<file path="src/rtl/pipe_pkg.sv">
// Shared definitions for the elastic pipeline stage.
//   pipe_state_t : stage fill state (EMPTY / ONE / FULL)
//   pipe_occ_t   : occupancy count, 0..2
//   BUBBLE_BIT   : replicated to form an all-zero (NOP) control field
//   occ_of()     : maps a fill state to its occupancy count
package pipe_pkg;

  typedef enum logic [1:0] {
    EMPTY = 2'd0,
    ONE   = 2'd1,
    FULL  = 2'd2
  } pipe_state_t;

  typedef logic [1:0] pipe_occ_t;

  localparam logic BUBBLE_BIT = 1'b0;

  function automatic pipe_occ_t occ_of(input pipe_state_t s);
    unique case (s)
      EMPTY:   occ_of = 2'd0;
      ONE:     occ_of = 2'd1;
      FULL:    occ_of = 2'd2;
      default: occ_of = 2'd0;
    endcase
  endfunction

endpackage

</file>
<file path="src/rtl/pipe_entry_reg.sv">
// One held pipeline entry: valid flag plus control and data fields.
// Ports:
//   i_clk   : clock, rising edge
//   i_clear : synchronous clear; zeroes valid, ctrl and data (wins over load)
//   i_load  : capture i_ctrl/i_data and mark the entry valid
//   i_ctrl  : control field to capture
//   i_data  : data field to capture
//   o_valid : entry holds a live item
//   o_ctrl  : held control field (bubble when invalid)
//   o_data  : held data field
module pipe_entry_reg
  import pipe_pkg::*;
#(
  parameter int unsigned CTRL_WIDTH = 16,
  parameter int unsigned DATA_WIDTH = 32
) (
  input  logic                  i_clk,
  input  logic                  i_clear,
  input  logic                  i_load,
  input  logic [CTRL_WIDTH-1:0] i_ctrl,
  input  logic [DATA_WIDTH-1:0] i_data,
  output logic                  o_valid,
  output logic [CTRL_WIDTH-1:0] o_ctrl,
  output logic [DATA_WIDTH-1:0] o_data
);

  logic                  r_valid;
  logic [CTRL_WIDTH-1:0] r_ctrl;
  logic [DATA_WIDTH-1:0] r_data;

  always_ff @(posedge i_clk) begin
    if (i_clear) begin
      r_valid <= 1'b0;
      r_ctrl  <= {CTRL_WIDTH{BUBBLE_BIT}};
      r_data  <= '0;
    end else if (i_load) begin
      r_valid <= 1'b1;
      r_ctrl  <= i_ctrl;
      r_data  <= i_data;
    end
  end

  assign o_valid = r_valid;
  assign o_ctrl  = r_ctrl;
  assign o_data  = r_data;

endmodule

</file>
<file path="src/rtl/pipe_stage_elastic.sv">
// Elastic valid/ready pipeline register between CPU stages, with flush-to-bubble.
// Build option: define PIPE_SKID_EN to add a skid entry S (FULL state) so that
// in_ready is a flop and the stage absorbs one extra item when downstream stalls.
// Without it, in_ready = !M_valid || out_ready and occupancy is 0 or 1.
// Ports:
//   i_clk       : clock, rising edge
//   i_clr       : synchronous active-high reset (wins over flush)
//   i_flush     : synchronous kill of all held entries; input in this cycle dropped
//   i_in_valid  : upstream entry valid
//   o_in_ready  : stage can accept this cycle
//   i_in_ctrl   : upstream control field
//   i_in_data   : upstream data field
//   o_out_valid : output entry valid
//   i_out_ready : downstream accepts this cycle
//   o_out_ctrl  : control field, zero when o_out_valid=0
//   o_out_data  : data field, zero after reset or flush
//   o_occupancy : number of held entries
module pipe_stage_elastic
  import pipe_pkg::*;
#(
  parameter int unsigned CTRL_WIDTH = 16,
  parameter int unsigned DATA_WIDTH = 32
) (
  input  logic                  i_clk,
  input  logic                  i_clr,
  input  logic                  i_flush,
  input  logic                  i_in_valid,
  output logic                  o_in_ready,
  input  logic [CTRL_WIDTH-1:0] i_in_ctrl,
  input  logic [DATA_WIDTH-1:0] i_in_data,
  output logic                  o_out_valid,
  input  logic                  i_out_ready,
  output logic [CTRL_WIDTH-1:0] o_out_ctrl,
  output logic [DATA_WIDTH-1:0] o_out_data,
  output pipe_occ_t             o_occupancy
);

  pipe_state_t r_state;

  logic                  w_kill;
  logic                  w_accept;
  logic                  w_send;
  logic                  w_m_valid;
  logic                  w_m_load;
  logic                  w_m_clear;
  logic [CTRL_WIDTH-1:0] w_m_ctrl_nxt;
  logic [DATA_WIDTH-1:0] w_m_data_nxt;

`ifdef PIPE_SKID_EN
  logic                  w_s_valid;
  logic                  w_s_load;
  logic                  w_s_clear;
  logic                  w_m_from_s;
  logic [CTRL_WIDTH-1:0] w_s_ctrl;
  logic [DATA_WIDTH-1:0] w_s_data;

  // Ready depends only on the S flop: no out_ready -> in_ready path.
  assign o_in_ready   = ~w_s_valid;
  assign w_m_ctrl_nxt = w_m_from_s ? w_s_ctrl : i_in_ctrl;
  assign w_m_data_nxt = w_m_from_s ? w_s_data : i_in_data;
`else
  assign o_in_ready   = ~w_m_valid | i_out_ready;
  assign w_m_ctrl_nxt = i_in_ctrl;
  assign w_m_data_nxt = i_in_data;
`endif

  assign w_kill   = i_clr | i_flush;
  assign w_accept = i_in_valid & o_in_ready;
  assign w_send   = w_m_valid & i_out_ready;

  always_comb begin
    w_m_load  = 1'b0;
    w_m_clear = w_kill;
`ifdef PIPE_SKID_EN
    w_s_load   = 1'b0;
    w_s_clear  = w_kill;
    w_m_from_s = 1'b0;
`endif
    if (!w_kill) begin
      unique case (r_state)
        EMPTY: w_m_load = w_accept;
        ONE: begin
          if (w_send) begin
            // Drained with nothing behind it: return M to a bubble.
            if (w_accept) w_m_load = 1'b1;
            else          w_m_clear = 1'b1;
          end
`ifdef PIPE_SKID_EN
          else if (w_accept) begin
            w_s_load = 1'b1;
          end
`endif
        end
        FULL: begin
`ifdef PIPE_SKID_EN
          if (w_send) begin
            w_m_load   = 1'b1;
            w_m_from_s = 1'b1;
            w_s_clear  = 1'b1;
          end
`endif
        end
        default: ;
      endcase
    end
  end

  always_ff @(posedge i_clk) begin
    if (i_clr || i_flush) begin
      r_state <= EMPTY;
    end else begin
      unique case (r_state)
        EMPTY: if (w_accept) r_state <= ONE;
        ONE: begin
          if (w_send && !w_accept) r_state <= EMPTY;
`ifdef PIPE_SKID_EN
          else if (w_accept && !w_send) r_state <= FULL;
`endif
        end
        FULL:    if (w_send) r_state <= ONE;
        default: r_state <= EMPTY;
      endcase
    end
  end

  pipe_entry_reg #(
    .CTRL_WIDTH(CTRL_WIDTH),
    .DATA_WIDTH(DATA_WIDTH)
  ) u_entry_m (
    .i_clk  (i_clk),
    .i_clear(w_m_clear),
    .i_load (w_m_load),
    .i_ctrl (w_m_ctrl_nxt),
    .i_data (w_m_data_nxt),
    .o_valid(w_m_valid),
    .o_ctrl (o_out_ctrl),
    .o_data (o_out_data)
  );

`ifdef PIPE_SKID_EN
  pipe_entry_reg #(
    .CTRL_WIDTH(CTRL_WIDTH),
    .DATA_WIDTH(DATA_WIDTH)
  ) u_entry_s (
    .i_clk  (i_clk),
    .i_clear(w_s_clear),
    .i_load (w_s_load),
    .i_ctrl (i_in_ctrl),
    .i_data (i_in_data),
    .o_valid(w_s_valid),
    .o_ctrl (w_s_ctrl),
    .o_data (w_s_data)
  );
`endif

  assign o_out_valid = w_m_valid;
  assign o_occupancy = occ_of(r_state);

endmodule

</file>
<file path="config.mk">
export PLATFORM = sky130hd
export DESIGN_NAME = pipe_stage_elastic
export DESIGN_NICKNAME = d
export VERILOG_FILES = /design/src/rtl/pipe_pkg.sv /design/src/rtl/pipe_entry_reg.sv /design/src/rtl/pipe_stage_elastic.sv
export SDC_FILE = /design/constraint.sdc
export NUM_CORES = 1
export LEC_CHECK = 0
export ABC_AREA = 1
export ABC_CLOCK_PERIOD_IN_PS = 3700
export CORE_ASPECT_RATIO = 0.75
export CORE_MARGIN = 3
export CORE_UTILIZATION = 43
export DETAILED_ROUTE_END_ITERATION = 7
export PLACE_DENSITY = 0.86
export SYNTH_ARGS = -nofsm -noshare
export SYNTH_HDL_FRONTEND = slang
export SYNTH_HIERARCHICAL = 1
export SYNTH_SLANG_ARGS = --single-unit
</file>
<file path="constraint.sdc">
create_clock -name i_clk -period 3.7 [get_ports i_clk]
set_input_delay 0.555 -clock i_clk [delete_from_list [all_inputs] [get_ports i_clk]]
set_output_delay 0.555 -clock i_clk [all_outputs]
set_load 0.01 [all_outputs]
</file>
**Word level (Yosys, flattened, before mapping)**

Index checks and enable logic that the tools add are counted.

- Register bits: 51
- Latch bits: 0
- Memory bits (writable): 0
- ROM bits: 0
- Input bits: 53
- Output and inout bits: 52
- Logic and storage cells: 32
- Memories kept: 0

- Add/subtract/negate cells: 0
- Multipliers: 0
- Div/mod/pow operators: 0
- Order comparisons: 0
- Eq/ne operators: 5
- Shift operators: 0
- Muxes and demuxes: 13
- Bitwise operators: 5
- Reduce and logical (&&, ||, !) cells: 5

Operators with widths:

| cell | count |
|---|---|
| two-way mux 1 bit | 7 |
| two-way mux 2 bit | 3 |
| != test 2 bit (second input constant) | 3 |
| one-hot mux 2 bit (3 select lines) | 1 |
| one-hot mux 2 bit (2 select lines) | 1 |
| AND reduction 3 bit | 1 |
| bitwise AND 1 bit | 2 |
| == test 2 x 1 -> 1 bit (second input constant) | 1 |
| == test 2 bit (second input constant) | 1 |
| zero test 2 bit | 1 |
| OR 1 bit | 2 |
| one-hot mux 1 bit (2 select lines) | 1 |
| logical AND 1 bit | 1 |
| zero test 1 bit | 1 |
| logical OR 1 bit | 1 |
| NOT 1 bit | 1 |

**Longest topological paths before layout**

- Word-level depth: 7
- Depth in mapped cells: 9
- Mapped depth without buffers: 7

**Modules after synthesis**

The synthesis kept the hierarchy.

By module, submodules not included:

| module | times used | cells each | area an instance (um2) | sequential area each (um2) |
|---|---|---|---|---|
| pipe_entry_reg | 1 | 308 | 2006.9 | 980.9 |
| pipe_stage_elastic | 1 | 17 | 103.8 | 20.0 |

**Worst setup path before layout**

OpenSTA, ideal clock, no wires.

- Path kind: input port to flip-flop
- Start point: input port i_out_ready
- End point: register u_entry_m.r_ctrl[0] (netlist: u_entry_m/o_ctrl[0])
- Library setup time: 113 ps
- Arrival time: 1328 ps
- Required time: 3587 ps
- Setup slack: 2259 ps
- Cell stages on the path: 9
- Buffers on the path: 3
- Path through: nand2_1 inv_2 nor2_1 nor2_2 buf_4 buf_6 buf_6 nor2_1 nor2_1

- Word-level cells in the longest chain between the ends: 6
- Elaborated cells on any way between the ends: 11
- Those cells by class: mux (8); bitwise (3)

RTL lines:

| item | RTL line | text |
|---|---|---|
| from (decl) | pipe_stage_elastic.sv:32 | `input logic i_out_ready,` |
| OR 1 bit | pipe_stage_elastic.sv:62 | `assign o_in_ready = ~w_m_valid \| i_out_ready;` |
| bitwise AND 1 bit | pipe_stage_elastic.sv:68 | `assign w_accept = i_in_valid & o_in_ready;` |
| two-way mux 1 bit | pipe_stage_elastic.sv:85 | `if (w_accept) w_m_load = 1'b1;` |
| two-way mux 1 bit | pipe_stage_elastic.sv:83 | `if (w_send) begin` |
| one-hot mux 1 bit (2 select lines) * | pipe_stage_elastic.sv:80 | `unique case (r_state)` |
| two-way mux 1 bit * | pipe_stage_elastic.sv:79 | `if (!w_kill) begin` |
| named net w_m_load | pipe_stage_elastic.sv:44 | `logic w_m_load;` |
| to (signal assigned) | pipe_entry_reg.sv:34 | `r_ctrl <= {CTRL_WIDTH{BUBBLE_BIT}};` |
| to (signal assigned) | pipe_entry_reg.sv:38 | `r_ctrl <= i_ctrl;` |
| to (decl) | pipe_entry_reg.sv:28 | `logic [CTRL_WIDTH-1:0] r_ctrl;` |

The timed path passes the listed nets; every way through them passes the cells marked *.
A chain may end at the register's enable or synchronous reset.

**Final worst setup path**

- Start point: input port i_out_ready
- End point: output port o_in_ready

- Word-level cells in the longest chain between the ends: 1

RTL lines:

| item | RTL line | text |
|---|---|---|
| OR 1 bit | pipe_stage_elastic.sv:62 |  |
| to (decl) | pipe_stage_elastic.sv:28 | `output logic o_in_ready,` |

No other way between the ends.

==> out/qor.yml <==
status: "completed"
die_height_um: 66.68
maxSlewViolCount: 0
ys_ff_latch: 50
switchingPower_uw: 238.3
holdCritPathClass: "flip-flop to flip-flop"
mostFrequentLayoutCell: "clkdlybuf4s50_1"
drtPass1Iterations: 4
start_util: 0.4590
grt_overflow: 0
first_global_vias: 1832
synth_cells: 325
ys_seq_area_frac: 0.4742
cts_max_level: 2
clockPowerShare: 0.305
top_layer_used: "met4"
required_ns: 3.14
area_growth_pct: 51.75
holdWs_ns: 0.4699
drt-initial-drc-count: 59
grt_pass1_wl_um: 7824
cts_tree: "yes"
fin_crit_sh: 0.6047
rows: 21
cp-start-kind: "primary input"
antenna_found_initial: 0
finalNetCount: 473
port_buffers: 103
cts.reportedPaths.clkPinSlew_ns: 0.08
diodes: 0
p_sw_frac: 0.2310
fin_crit_ns: 2.237
num_vias: 1998
wire_per_inst_um: 10.27
rsz0062_at_grt: "no"
fin_cells: 478
fmax_mhz: 447.0
reg2regPathDepth: 8
finalSetupViolCount: 0
syn-mean-instance-area_um2: 6.495
p_per_area_mw_per_mm2: 322.1
chipWidth_um: 86.90
cp_data_arrival_time_ns: 1.68
wl_met3_um: 454
p_int_uw: 793.5
core_area_mm2: 0.004598
fin_skew_ns: 0.006426
setup_tns_ns: 0
m1WireLength_um: 2132
gp_congestion: 0.7378
leakage_uw: 0.001373
timing.slew.headroom: 0.4753
layout-drive-gt1-share: 0.03563
cts_hold_buf: 0
grt_usage: 0.1693
vias_per_cell: 4.180
yosysUniqueCellTypes: 14
path_max_fanout: 2
drc: 0
endpoint_kind: "output port"
drt-total-wl_um: 4911
worstSkewPairLatency_ns: 0.29
grt_max_degree: 57
dieArea_mm2: 0.005794
cts_num_sinks: 50
combPwrFrac: 0.156
max_cap_violations: 0
reg2reg_slack_ns: 2.14
cts_buffer_depth: 2
met2_wirelength_um: 2275
io_pins: 105
synth_nets: 378
cp_common_cell: "clkdlybuf4s50_1"
dp.cells: 470
worst_slew_pin_slew_ns: 0.7860
final_cell_mix: "clkdlybuf4s50_1, nor2_1, nand2_1"
drtAntennaViolNets: 0
postCtsSetupRepairBufs: 0
final_util: 0.6966
hpwl_um: 3626
holdPathStages: 2
cts_root_buffer: "clkbuf_8"
fillers: 407
yosysWarnings: 6
worstSetupPathType: "primary input to output port"
ir_drop_mv: 0.2315
cts_resized: 0
cts_buffers: 5
slowest_delay_ns: 0.54
hold_viol_final: 0
synth_area_mm2: 0.002111
cp_slowest_cell: "clkdlybuf4s50_1"
crit_chain: "clkdlybuf4s50_1 > inv_1 > nand2_2 > clkdlybuf4s50_1"
pwr-share-seq: 0.539
==> layout make-up <==
cell class                 count  area, um2  share of cell area
clock inverter                 1      5.005            0.001563
timing repair buffer         105       1046              0.3266
sequential                    50       1001              0.3125
multi-input combinational    206      798.3              0.2492
clock buffer                   7      86.33             0.02695
tap                           57      71.32             0.02227
inverter                      52      195.2             0.06094
==> power groups by stage <==
stage | Clock [uW] | Combinational (uW) | Sequential (uW)
6_report | 315 | 161 | 556
3_5_place_dp | 0 | 162 | 569
4_1_cts | 324 | 162 | 556
2_1_floorplan | 0 | 72.0 | 574
5_1_grt | 348 | 178 | 558
3_3_place_gp | 0 | 158 | 568
==> critical path, delay by kind of cell <==
kind / cells / cell delay [ns]
buf+inv: 3 / 1.06
simple gates: 1 / 0.06
==> per-layer routing <==
metal / up-vias / track usage
li1: 1098 / -
met3: 5 / 0.06675
met5: - / 0
met2: 55 / 0.2926
met4: 0 / 0.04669
met1: 840 / 0.1937
==> metrics by stage <==
step                area [um2]  worst slack (ns)  total power, uW
floorplan                 2111             2.259            646.5
global placement          3112             1.480            726.1
detailed placement        3112             1.460            730.7
CTS                       3203             1.454             1042
global route              3203             1.374             1084
finish                    3203             1.463             1032
==> state kept, by name, indices dropped and copies added, names as in the netlist <==
register and flops:
u_entry_m/o_data 32, u_entry_m/o_valid 1, r_state 1, u_entry_m/o_ctrl 16
==> logic make-up (layout without fill, tap and decap cells) <==
family	count (synthesis)	count (layout)	share of synthesized area
buf+inv	69	165	0.1500
simple gates	205	205	0.3740
flops	50	50	0.4742
other cells	1	1	0.001777
==> synthesized netlist by cell type <==
library cell | number | share of area
inv_2 | 2 | 0.0036
nand3_1 | 1 | 0.0024
nand2_1 | 100 | 0.18
nand3_2 | 1 | 0.0047
nand2_2 | 1 | 0.0030
buf_2 | 10 | 0.024
buf_4 | 2 | 0.0071
nor2_2 | 1 | 0.0030
dfxtp_1 | 50 | 0.47
conb_1 | 1 | 0.0018
nor2_1 | 100 | 0.18
nor2_4 | 1 | 0.0053
inv_1 | 50 | 0.089
buf_6 | 5 | 0.027
==> worst paths after layout <==
| check | from | end |
|---|---|---|
| max | i_out_ready | o_in_ready |
| min | u_entry_m/o_data[2] | u_entry_m/o_data[2] |
| max reg2reg | u_entry_m/o_valid | u_entry_m/o_data[24] |
| min reg2reg | u_entry_m/o_data[2] | u_entry_m/o_data[2] |
(Power assumes the default switching activity.)
